File: src/rtl/audio_mix_sequencer_pkg.sv
// +--------------------------------------------------------------------------+
// | Module   : audio_mix_sequencer_pkg                                       |
// | Purpose  : Shared constants, FSM state encoding and volume address       |
// |            layout for the time-multiplexed stereo mixer.                 |
// | Revision : 1.0  initial release                                          |
// +--------------------------------------------------------------------------+
`default_nettype none

package audio_mix_sequencer_pkg;

  localparam int DW        = 16;
  localparam int VW        = 8;
  localparam int VOL_SHIFT = 7;
  localparam int NCH_DEF   = 8;
  localparam int VOL_UNITY = 128;

  // vol_addr = {channel[3:0], side}
  localparam int   VA_W        = 5;
  localparam int   VA_SIDE_BIT = 0;
  localparam int   VA_CH_LSB   = 1;
  localparam int   VA_CH_W     = 4;
  localparam logic VA_SIDE_L   = 1'b0;
  localparam logic VA_SIDE_R   = 1'b1;

  typedef enum logic [2:0] {
    IDLE  = 3'd0,
    LOAD  = 3'd1,
    MAC_L = 3'd2,
    MAC_R = 3'd3,
    OUT   = 3'd4
  } state_t;

endpackage

`default_nettype wire

File: src/rtl/audio_mix_sequencer_sat_shift.sv
// +--------------------------------------------------------------------------+
// | Module   : audio_sat_shift                                               |
// | Purpose  : Arithmetic right shift (floor) followed by saturation from an  |
// |            IW-bit signed accumulator to an OW-bit signed sample.         |
// | Revision : 1.0  initial release                                          |
// +--------------------------------------------------------------------------+
`default_nettype none

module audio_sat_shift #(
  parameter int IW    = 28,
  parameter int OW    = 16,
  parameter int SHIFT = 7
) (
  input  logic signed [IW-1:0] din,
  output logic signed [OW-1:0] dout
);

  logic signed [IW-1:0] shifted;
  logic        [IW-OW:0] upper;

  // Shift, then clamp when the bits above the output sign bit disagree
  always_comb begin
    shifted = din >>> SHIFT;
    upper   = shifted[IW-1:OW-1];
    if ((&upper) || (~|upper)) begin
      dout = shifted[OW-1:0];
    end else if (shifted[IW-1]) begin
      dout = {1'b1, {(OW-1){1'b0}}};
    end else begin
      dout = {1'b0, {(OW-1){1'b1}}};
    end
  end

endmodule

`default_nettype wire

File: src/rtl/audio_mix_sequencer.sv
// +--------------------------------------------------------------------------+
// | Module   : audio_mix_sequencer                                           |
// | Purpose  : Per-source volume/pan mixer sharing one multiplier; snapshots |
// |            NCH samples per strobe and emits one saturated stereo pair.   |
// | Revision : 1.0  initial release                                          |
// +--------------------------------------------------------------------------+
`default_nettype none

module audio_mix_sequencer #(
  parameter int NCH       = audio_mix_sequencer_pkg::NCH_DEF,
  parameter int DW        = audio_mix_sequencer_pkg::DW,
  parameter int VW        = audio_mix_sequencer_pkg::VW,
  parameter int VOL_SHIFT = audio_mix_sequencer_pkg::VOL_SHIFT
) (
  input  logic              clk,
  input  logic              rst_n,
  input  logic              sample_stb,
  input  logic [NCH*DW-1:0] ch_data,
  input  logic              vol_we,
  input  logic [4:0]        vol_addr,
  input  logic [VW-1:0]     vol_data,
  input  logic              mute,
  output logic [DW-1:0]     audio_l,
  output logic [DW-1:0]     audio_r,
  output logic              out_valid,
  output logic              busy,
  output logic              overrun
);

  import audio_mix_sequencer_pkg::*;

  localparam int IDXW = $clog2(NCH);
  localparam int PW   = DW + VW + 1;
  localparam int ACCW = PW + $clog2(NCH);

  logic signed [DW-1:0]   ch_in [NCH];
  logic signed [DW-1:0]   snap  [NCH];
  logic        [VW-1:0]   vol_l [NCH];
  logic        [VW-1:0]   vol_r [NCH];
  logic        [VW-1:0]   vol_l_nxt [NCH];
  logic        [VW-1:0]   vol_r_nxt [NCH];
  logic        [VW-1:0]   shd_l [NCH];
  logic        [VW-1:0]   shd_r [NCH];

  state_t                 state;
  logic        [IDXW-1:0] idx;
  logic signed [ACCW-1:0] acc_l;
  logic signed [ACCW-1:0] acc_r;

  logic [VA_CH_W-1:0]     wr_ch;
  logic                   wr_ok;
  logic signed [DW-1:0]   snap_cur;
  logic        [VW-1:0]   vol_cur;
  logic signed [PW-1:0]   prod;
  logic signed [ACCW-1:0] prod_ext;
  logic signed [DW-1:0]   sat_l;
  logic signed [DW-1:0]   sat_r;

  for (genvar gi = 0; gi < NCH; gi++) begin : g_unpack
    assign ch_in[gi] = ch_data[gi*DW +: DW];
  end

  assign wr_ch = vol_addr[VA_CH_LSB +: VA_CH_W];
  assign wr_ok = vol_we && (32'(wr_ch) < NCH);

  // Next value of the live volume bank; also feeds the shadow copy so a
  // write landing in LOAD is seen by the frame being started
  always_comb begin
    vol_l_nxt = vol_l;
    vol_r_nxt = vol_r;
    for (int i = 0; i < NCH; i++) begin
      if (wr_ok && (wr_ch == VA_CH_W'(i))) begin
        if (vol_addr[VA_SIDE_BIT] == VA_SIDE_R) vol_r_nxt[i] = vol_data;
        else                                    vol_l_nxt[i] = vol_data;
      end
    end
  end

  // Live volume registers, writable in any state
  always_ff @(posedge clk or negedge rst_n) begin
    if (!rst_n) begin
      for (int i = 0; i < NCH; i++) begin
        vol_l[i] <= VW'(VOL_UNITY);
        vol_r[i] <= VW'(VOL_UNITY);
      end
    end else begin
      vol_l <= vol_l_nxt;
      vol_r <= vol_r_nxt;
    end
  end

  // Shared multiplier: volume is zero-extended so 255 stays positive
  assign snap_cur = snap[idx];
  assign vol_cur  = (state == MAC_R) ? shd_r[idx] : shd_l[idx];
  assign prod     = $signed({{(VW+1){snap_cur[DW-1]}}, snap_cur})
                  * $signed({{DW{1'b0}}, 1'b0, vol_cur});
  assign prod_ext = {{(ACCW-PW){prod[PW-1]}}, prod};

  audio_sat_shift #(.IW(ACCW), .OW(DW), .SHIFT(VOL_SHIFT)) u_sat_l (
    .din  (acc_l),
    .dout (sat_l)
  );

  audio_sat_shift #(.IW(ACCW), .OW(DW), .SHIFT(VOL_SHIFT)) u_sat_r (
    .din  (acc_r),
    .dout (sat_r)
  );

  // Frame sequencer: snapshot, alternating L/R MACs per channel, output
  always_ff @(posedge clk or negedge rst_n) begin
    if (!rst_n) begin
      state     <= IDLE;
      idx       <= '0;
      acc_l     <= '0;
      acc_r     <= '0;
      audio_l   <= '0;
      audio_r   <= '0;
      out_valid <= 1'b0;
      busy      <= 1'b0;
      overrun   <= 1'b0;
      for (int i = 0; i < NCH; i++) begin
        snap[i]  <= '0;
        shd_l[i] <= VW'(VOL_UNITY);
        shd_r[i] <= VW'(VOL_UNITY);
      end
    end else begin
      out_valid <= 1'b0;
      overrun   <= sample_stb && (state != IDLE);
      case (state)
        IDLE: begin
          if (sample_stb) begin
            state <= LOAD;
            busy  <= 1'b1;
          end
        end
        LOAD: begin
          snap  <= ch_in;
          shd_l <= vol_l_nxt;
          shd_r <= vol_r_nxt;
          acc_l <= '0;
          acc_r <= '0;
          idx   <= '0;
          state <= MAC_L;
        end
        MAC_L: begin
          acc_l <= acc_l + prod_ext;
          state <= MAC_R;
        end
        MAC_R: begin
          acc_r <= acc_r + prod_ext;
          if (idx == IDXW'(NCH-1)) begin
            state <= OUT;
          end else begin
            idx   <= idx + 1'b1;
            state <= MAC_L;
          end
        end
        OUT: begin
          audio_l   <= mute ? '0 : sat_l;
          audio_r   <= mute ? '0 : sat_r;
          out_valid <= 1'b1;
          busy      <= 1'b0;
          state     <= IDLE;
        end
        default: begin
          state <= IDLE;
          busy  <= 1'b0;
        end
      endcase
    end
  end

endmodule

`default_nettype wire
File: config.mk
export PLATFORM = sky130hd
export DESIGN_NAME = audio_mix_sequencer
export DESIGN_NICKNAME = d
export VERILOG_FILES = /design/src/rtl/audio_mix_sequencer_pkg.sv /design/src/rtl/audio_mix_sequencer_sat_shift.sv /design/src/rtl/audio_mix_sequencer.sv
export SDC_FILE = /design/constraint.sdc
export NUM_CORES = 1
export LEC_CHECK = 0
export ABC_CLOCK_PERIOD_IN_PS = 7200
export BUFFER_PORTS_ARGS = -buffer_cell sky130_fd_sc_hd__buf_2
export CAP_MARGIN = 25
export CORE_MARGIN = 8
export CORE_UTILIZATION = 56
export DETAILED_ROUTE_END_ITERATION = 16
export HOLD_SLACK_MARGIN = 0.06
export PLACE_DENSITY = 0.77
export SLEW_MARGIN = 20
export SYNTH_ARGS = -nofsm -noshare
export SYNTH_HDL_FRONTEND = slang
export SYNTH_SLANG_ARGS = --single-unit
File: constraint.sdc
create_clock -name clk -period 7.2 [get_ports clk]
set_input_delay 0.36 -clock clk [delete_from_list [all_inputs] [get_ports clk]]
set_output_delay 0.36 -clock clk [all_outputs]
set_load 0.05 [all_outputs]
==> Yosys cells after proc, flatten, opt, wreduce, memory -nomap -nowiden <==
Index checks and enable logic that the tools add are counted.
{ "totals": {"wordCells": 155, "out_inout_bits": 35, "register_bits": 481, "inputBits": 146} }
{ "op_classes": {"reduce_logical": 26, "eq_ne": 14, "muxes": 58, "order_cmp": 2, "n_bitwise": 2, "add_sub_neg": 3, "n_mul": 1} }
{ "op_table": {"columns": ["cell", "count"], "rows": [
  ["8-bit two-way mux", 37],
  ["16-bit two-way mux", 8],
  ["28-bit one-hot mux with 2 select lines", 2],
  ["28-bit by 25-bit adder with 28-bit output", 2],
  ["16-bit binary-select mux with 3-bit select", 1],
  ["8-bit binary-select mux with 3-bit select", 2],
  ["16-bit by 9-bit multiplier with 25-bit output", 1],
  ["4-bit by 3-bit == test with 1-bit output, second input constant", 4],
  ["3-bit one-hot mux with 4 select lines", 1],
  ["6-bit AND reduction", 2],
  ["6-bit OR reduction", 2],
  ["1-bit logical AND", 10],
  ["3-bit two-way mux", 3],
  ["4-bit by 2-bit == test with 1-bit output, second input constant", 2],
  ["3-bit by 2-bit == test with 1-bit output, second input constant", 2],
  ["3-bit == test, second input constant", 2],
  ["3-bit one-hot mux with 2 select lines", 1],
  ["4-bit by 1-bit == test with 1-bit output, second input constant", 1],
  ["4-bit >= comparator, second input constant", 1],
  ["4-bit zero test", 1],
  ["4-bit less-than comparator, second input constant", 1],
  ["2-bit != test, second input constant", 2],
  ["3-bit inverter with 4-bit output", 1],
  ["2-bit AND reduction", 2],
  ["11 further kinds", 15]
]} }

==> Depth between registers and ports, before layout <==
{ "logic_depth": {"ltp_word": 8, "mapped_depth": 38, "mapped_depth_nobuf": 34} }

==> Modules after synthesis <==
Synthesis repeated with hierarchy kept, for this count alone.
{ "unflattened": {"hier_cells": 2811, "area_unflattened_um2": 27556.4} }
{ "by_module_without_submodules": {"columns": ["mod", "area_each_um2", "cells_each", "seq_area_each_um2", "n_inst"], "rows": [
  ["audio_mix_sequencer", 27156.0, 2759, 12076.6, 1],
  ["audio_sat_shift", 200.2, 26, 0.0, 2]
]} }

==> Worst setup path after synthesis <==
No wires, ideal clock.
{ "synth_path": {"kind": "register to register", "from": "register idx[0]", "to": "register acc_r[27]", "setup_time_ns": 0.126, "arrival_ns": 7.818, "stages_incl_launch_ff": 32, "period_less_slack_ns": 7.944, "t_required_ns": 7.074, "path_buffers": 3, "setup_slack_ns": -0.744, "path_cell_list": "dfrtp_1 -> buf_2 -> buf_2 -> buf_2 -> mux4_2 -> mux2i_1 -> or2_2 -> fa_1 -> fa_1 -> inv_1 -> fa_1 -> inv_1 -> fa_1 -> inv_1 -> ha_1 -> or3_4 -> or2_2 -> a31oi_1 -> o21bai_1 -> a21oi_1 -> xnor2_1 -> ha_1 -> a21oi_1 -> o221ai_1 -> a41oi_1 -> nand3b_1 -> a41oi_2 -> a221oi_4 -> o21ai_2 -> xnor2_1 -> nor2_1 -> a221o_1"} }
{ "synth_via": {"elab_chain_len": 8, "word_cells_on_any_way": 14, "classes_between": "1 x add/sub; 1 x mul; 11 x mux; 1 x bitwise"} }
{ "synth_rtl": {"columns": ["element", "line_no", "text"], "rows": [
  ["start, declared", "audio_mix_sequencer.sv:46", "logic [IDXW-1:0] idx;"],
  ["start signal, assigned", "audio_mix_sequencer.sv:154", "idx <= idx + 1'b1;"],
  ["3-bit inverter with 4-bit output (implied by the code) (*)", "audio_mix_sequencer.sv:93, audio_mix_sequencer.sv:94", null],
  ["8-bit binary-select mux with 3-bit select", "audio_mix_sequencer.sv:94", "assign vol_cur = (state == MAC_R) ? shd_r[idx] : shd_l[idx];"],
  ["8-bit two-way mux (implied by the code) (2 in a row)", "audio_mix_sequencer.sv:94", null],
  ["8-bit two-way mux", "audio_mix_sequencer.sv:94", null],
  ["16-bit by 9-bit multiplier with 25-bit output (*)", "audio_mix_sequencer.sv:96", "* $signed({{DW{1'b0}}, 1'b0, vol_cur});"],
  ["28-bit by 25-bit adder with 28-bit output (*)", "audio_mix_sequencer.sv:150", "acc_r <= acc_r + prod_ext;"],
  ["28-bit one-hot mux with 2 select lines (*)", "audio_mix_sequencer.sv:129", "case (state)"],
  ["end signal, assigned", "audio_mix_sequencer.sv:150", null],
  ["end, declared", "audio_mix_sequencer.sv:48", "logic signed [ACCW-1:0] acc_r;"]
]} }
Every way passes the cells marked *; elsewhere a longest branch is shown, timed or not. The select of a mux whose other input is x is not followed.
A chain may end at the register's enable or synchronous reset.

==> Worst setup path after layout <==
{ "layout_path": {"from": "register idx[0]", "to": "register acc_l[27]"} }
{ "layout_via": {"elab_chain_len": 8, "word_cells_on_any_way": 14, "classes_between": "1 x add/sub; 1 x mul; 11 x mux; 1 x bitwise"} }
{ "layout_rtl": {"columns": ["element", "line_no", "text"], "rows": [
  ["3-bit inverter with 4-bit output (implied by the code) (*)", "audio_mix_sequencer.sv:93, audio_mix_sequencer.sv:94", null],
  ["8-bit binary-select mux with 3-bit select", "audio_mix_sequencer.sv:94", null],
  ["8-bit two-way mux (implied by the code) (2 in a row)", "audio_mix_sequencer.sv:94", null],
  ["8-bit two-way mux", "audio_mix_sequencer.sv:94", null],
  ["16-bit by 9-bit multiplier with 25-bit output (*)", "audio_mix_sequencer.sv:96", null],
  ["28-bit by 25-bit adder with 28-bit output (*)", "audio_mix_sequencer.sv:146", "acc_l <= acc_l + prod_ext;"],
  ["28-bit one-hot mux with 2 select lines (*)", "audio_mix_sequencer.sv:129", null],
  ["end signal, assigned", "audio_mix_sequencer.sv:146", null],
  ["end, declared", "audio_mix_sequencer.sv:47", "logic signed [ACCW-1:0] acc_l;"]
]} }
Marked as above.

==> flow_results.xml <==
<?xml version="1.0" encoding="UTF-8"?>
<metrics>
  <group name="run_status">
    <metric name="run_status" unit="">complete, but fails checks</metric>
    <metric name="failed_checks" unit="">setup timing</metric>
  </group>
  <group name="routing">
    <metric name="drc_errors" unit="">0</metric>
    <metric name="wl_per_cell" unit="µm">20.74</metric>
    <metric name="vias" unit="">22990</metric>
    <metric name="drt-initial-drc-count" unit="">2066</metric>
    <metric name="dr.pass1.iters" unit="">6</metric>
    <metric name="ant_nets" unit="">0</metric>
    <metric name="vias_per_cell" unit="">5.820</metric>
    <metric name="drt-total-wl" unit="µm">81910</metric>
  </group>
  <group name="min_path">
    <metric name="worst_hold_startpoint" unit="">mute</metric>
    <metric name="worstHoldEndpoint" unit="">audio_r[15]</metric>
    <metric name="worstHoldPathCells" unit="">3</metric>
    <metric name="worst_hold_path_type" unit="">input port to flop</metric>
  </group>
  <group name="run">
    <metric name="max_cap_viol_count" unit="">0</metric>
  </group>
  <group name="timing">
    <metric name="max_freq" unit="MHz">130.9</metric>
    <metric name="grt_setup_unrepaired" unit="">yes</metric>
    <metric name="max_slew.worst_pin.slew" unit="ns">1.293</metric>
    <metric name="drv_slew" unit="">0</metric>
    <metric name="finalSetupViolations" unit="">24</metric>
    <metric name="tcrit_tclk_final" unit="%">106.1</metric>
    <metric name="setup-tns-final" unit="ns">-6.373</metric>
    <metric name="timing.final.crit_period" unit="ns">7.639</metric>
    <metric name="final_worst_path_setup_slack" unit="ns">-0.4387</metric>
    <metric name="hold_viol" unit="">0</metric>
    <metric name="worst_clock_skew" unit="ns">0.04403</metric>
    <metric name="relSlewSlack" unit="%">13.77</metric>
  </group>
  <group name="worst_setup_path">
    <metric name="cp-start-kind" unit="">flop</metric>
    <metric name="reg2reg_slack" unit="ns">-0.44</metric>
    <metric name="critPathArrivalTime" unit="ns">8.13</metric>
    <metric name="critical_path.reg2reg.startpoint" unit="">idx[0]</metric>
    <metric name="critPathKind" unit="">flop to flop</metric>
    <metric name="cpMaxStageDelayCell" unit="">sky130_fd_sc_hd__mux4_2</metric>
    <metric name="cp_slowest_stage_delay" unit="ns">0.62</metric>
    <metric name="reg2regPathDepth" unit="">33</metric>
    <metric name="crit_fanout" unit="">8</metric>
    <metric name="rr_endpoint" unit="">acc_l[27]</metric>
    <metric name="timing.critical_path.to_type" unit="">flop</metric>
    <metric name="required" unit="ns">7.69</metric>
  </group>
  <group name="logic_synthesis">
    <metric name="synth-seq-area-share" unit="%">44.51</metric>
    <metric name="count_of_mapped_cells_out_of_synthesis" unit="">2756</metric>
    <metric name="synth_edf_count" unit="">0</metric>
    <metric name="ys_seq_elements" unit="">481</metric>
    <metric name="yosys.cell_types.count" unit="">73</metric>
    <metric name="synth-async-reset-ratio" unit="%">100.0</metric>
    <metric name="synth_top_cells_by_area" unit="">sky130_fd_sc_hd__dfrtp_1 (41%), sky130_fd_sc_hd__nand2_1 (13%), sky130_fd_sc_hd__fa_1 (7.7%)</metric>
    <metric name="synth_top_flop_cell" unit="">sky130_fd_sc_hd__dfrtp_1</metric>
    <metric name="synth.avg_cell_area" unit="µm²">9.844</metric>
    <metric name="yosys.area.top_type" unit="">sky130_fd_sc_hd__dfrtp_1</metric>
    <metric name="post_synthesis_instance_area" unit="mm²">0.02713</metric>
    <metric name="synth.top_cell.area_share" unit="%">41.41</metric>
    <metric name="synth_warnings" unit="">0</metric>
    <metric name="synth.net_count" unit="">3112</metric>
  </group>
  <group name="floorplan">
    <metric name="dieHeight" unit="µm">236.1</metric>
    <metric name="num_rows" unit="">80</metric>
    <metric name="initial_cell_density_of_the_core" unit="%">56.82</metric>
    <metric name="io_pins" unit="">181</metric>
    <metric name="die_area" unit="mm²">0.05575</metric>
    <metric name="dieWidth" unit="µm">236.1</metric>
    <metric name="core-area" unit="mm²">0.04775</metric>
  </group>
  <group name="cells_and_area">
    <metric name="synthToLayoutAreaGrowth" unit="%">28.53</metric>
    <metric name="register_area" unit="mm²">0.01208</metric>
    <metric name="multiInputGateArea" unit="mm²">0.01498</metric>
    <metric name="finalNonFillerCells" unit="">3950</metric>
    <metric name="post_route_cells_drive_above_1_share" unit="%">28.99</metric>
    <metric name="design.final.nets" unit="">3640</metric>
    <metric name="final.fill_count" unit="">3010</metric>
  </group>
  <group name="global_route">
    <metric name="grt_pass1_wl" unit="µm">128900</metric>
    <metric name="antenna_found_initial" unit="">11</metric>
    <metric name="largest_net_degree_at_the_start_of_global_routing" unit="">243</metric>
    <metric name="global_route.usage.total" unit="%">28.83</metric>
    <metric name="grt_overflow_total" unit="">0</metric>
    <metric name="number_of_global_route_vias_before_repair" unit="">23970</metric>
  </group>
  <group name="clock_tree">
    <metric name="root_buffer" unit="">sky130_fd_sc_hd__clkbuf_16</metric>
    <metric name="clock_path_buffers" unit="">3</metric>
    <metric name="clk_latency" unit="ns">0.62</metric>
    <metric name="clock_tree_from_tritoncts" unit="">yes</metric>
    <metric name="htreeDepth" unit="">2</metric>
    <metric name="cts.clk_slew.worst_paths" unit="ns">0.06</metric>
    <metric name="tritoncts.num_buffers" unit="">49</metric>
    <metric name="clock_sinks" unit="">481</metric>
  </group>
  <group name="place">
    <metric name="routabilityCongestion" unit="">0.9290</metric>
    <metric name="dp.final_hpwl" unit="µm">50160</metric>
    <metric name="place.detailed.instances" unit="">3662</metric>
    <metric name="port-buffer-count" unit="">180</metric>
  </group>
</metrics>
[metal layers]
layer | GRT usage, % | wire, µm
met5 | 0 | 12
met4 | 13.26 | 4728
met3 | 6.634 | 6511
met2 | 49.17 | 39890
met1 | 34.56 | 30770
[flip-flops by register name, summed over array words and instances (netlist names)]
signal and count:
acc_r 28, audio_l 16, shd_l 64, shd_r 64, snap 128, vol_l 64, out_valid 1, audio_r 16
overrun 1, vol_r 64, busy 1, acc_l 28, idx 3, state 3
[worst max-delay path, delay by kind of cell, from the launching register on]
family | cells | cell delay, ns
AO/OA/AOI/OAI | 10 | 1.84
XOR/XNOR | 2 | 0.35
adder cells (fa/ha/maj) | 6 | 2.23
buffers and inverters | 7 | 0.80
flip-flops | 1 | 0.46
multiplexers | 2 | 1.12
AND/OR/NAND/NOR | 6 | 0.71
[through the flow]
stage          hold slack (ns)  util [%]  worst slack, ns  instance area, µm²
2_1_floorplan          0.06441         -        0.0006644               27470
5_1_grt                 0.1120     73.03          -0.7329               34870
4_1_cts                0.07602     71.65          -0.4680               34210
6_report                0.1093     73.03          -0.4387               34870
3_5_place_dp            0.4483     63.77          -0.5027               30450
3_3_place_gp            0.4467     63.75          -0.3601               30440
[synth_stat cells, drive strengths merged, types with 9 or more instances]
| cell type | number |
|---|---|
| dfstp | 32 |
| and3 | 10 |
| nand2 | 924 |
| inv | 165 |
| nand3 | 17 |
| nand2b | 49 |
| dfrtp | 449 |
| buf | 12 |
| nor2 | 101 |
| clkbuf | 110 |
| ha | 106 |
| nor2b | 28 |
| xor2 | 29 |
| o21ai | 132 |
| or2 | 11 |
| a21oi | 57 |
| nor3 | 12 |
| fa | 104 |
| mux2 | 132 |
| xnor2 | 36 |
| o21a | 14 |
| a21o | 35 |
| o31ai | 9 |
| mux2i | 13 |
| mux4 | 67 |
[cells in the final DEF, fill, tap and decap left out, types with 8 or more instances in the layout]
master	Yosys	final
sky130_fd_sc_hd__a21oi_2	0	26
sky130_fd_sc_hd__mux2_2	132	132
sky130_fd_sc_hd__dfrtp_1	449	446
sky130_fd_sc_hd__nand3_1	17	14
sky130_fd_sc_hd__nor3_1	11	11
sky130_fd_sc_hd__nor2_1	101	90
sky130_fd_sc_hd__diode_2	0	10
sky130_fd_sc_hd__nand2_1	924	918
sky130_fd_sc_hd__buf_12	0	11
sky130_fd_sc_hd__inv_1	165	157
sky130_fd_sc_hd__nor2_2	0	10
sky130_fd_sc_hd__a21o_1	34	34
sky130_fd_sc_hd__dfstp_2	32	32
sky130_fd_sc_hd__ha_1	106	86
sky130_fd_sc_hd__ha_4	0	17
sky130_fd_sc_hd__nand2b_1	49	39
sky130_fd_sc_hd__dlygate4sd3_1	0	130
sky130_fd_sc_hd__fa_1	104	99
sky130_fd_sc_hd__buf_2	8	179
sky130_fd_sc_hd__xnor2_2	0	13
sky130_fd_sc_hd__a21oi_1	57	26
sky130_fd_sc_hd__o21ai_1	9	22
sky130_fd_sc_hd__o21ai_0	121	103
sky130_fd_sc_hd__mux4_2	67	67
sky130_fd_sc_hd__clkbuf_1	110	9
sky130_fd_sc_hd__o21a_1	13	13
sky130_fd_sc_hd__clkbuf_16	0	50
sky130_fd_sc_hd__buf_6	0	25
sky130_fd_sc_hd__xor2_1	29	28
sky130_fd_sc_hd__buf_4	0	246
sky130_fd_sc_hd__mux2i_4	0	8
sky130_fd_sc_hd__clkinv_2	0	14
sky130_fd_sc_hd__or2_2	11	8
sky130_fd_sc_hd__inv_2	0	8
sky130_fd_sc_hd__xnor2_1	36	23
sky130_fd_sc_hd__nor2b_1	28	23
sky130_fd_sc_hd__and3_1	10	8
sky130_fd_sc_hd__nand2b_4	0	10
[layout make-up]
| cell class | instances | area share (%) |
|---|---|---|
| Multi-Input combinational cell | 1988 | 42.97 |
| Sequential cell | 481 | 34.65 |
| Timing Repair Buffer | 599 | 13.52 |
| Clock buffer | 65 | 3.889 |
| Tap cell | 615 | 2.207 |
| Inverter | 165 | 1.776 |
| Clock inverter | 27 | 0.9186 |
| Antenna cell | 10 | 0.07176 |
[cell families (layout without fill, tap and decap cells)]
logic type,count (synthesis),count (layout),share of synthesized area (%)
AND/OR/NAND/NOR,1189,1189,18.10
flip-flops,481,481,44.51
AO/OA/AOI/OAI,312,312,7.199
buffers and inverters,287,856,4.008
multiplexers,212,212,11.52
adder cells (fa/ha/maj),210,210,12.56
XOR/XNOR,65,65,2.098
other,0,10,0
[worst max-delay path by stage]
| stage | start | endpoint | slack (ns) | cells past startpoint |
|---|---|---|---|---|
| floorplan | idx[0] | acc_l[26] | 0.0007 | 32 |
| global placement | idx[0] | acc_l[26] | -0.36 | 32 |
| global route | idx[0] | acc_l[27] | -0.73 | 32 |
| CTS | idx[0] | acc_r[27] | -0.47 | 30 |
| finish | idx[0] | acc_l[27] | -0.44 | 33 |
| detailed placement | idx[0] | acc_l[26] | -0.50 | 31 |
[repair_timing]
action	4_1_cts	5_1_grt
buffers inserted	35	19
endpoints found under the setup margin	25	30
cloned	1	1
gates resized for setup	115	77
hold buffers	130	0
endpoints found under the hold margin	223	0
pin swaps	87	59
Power is left out: the tool's default activity adds up to more than one toggle a clock period on the data nets, which glitch-free logic cannot reach.
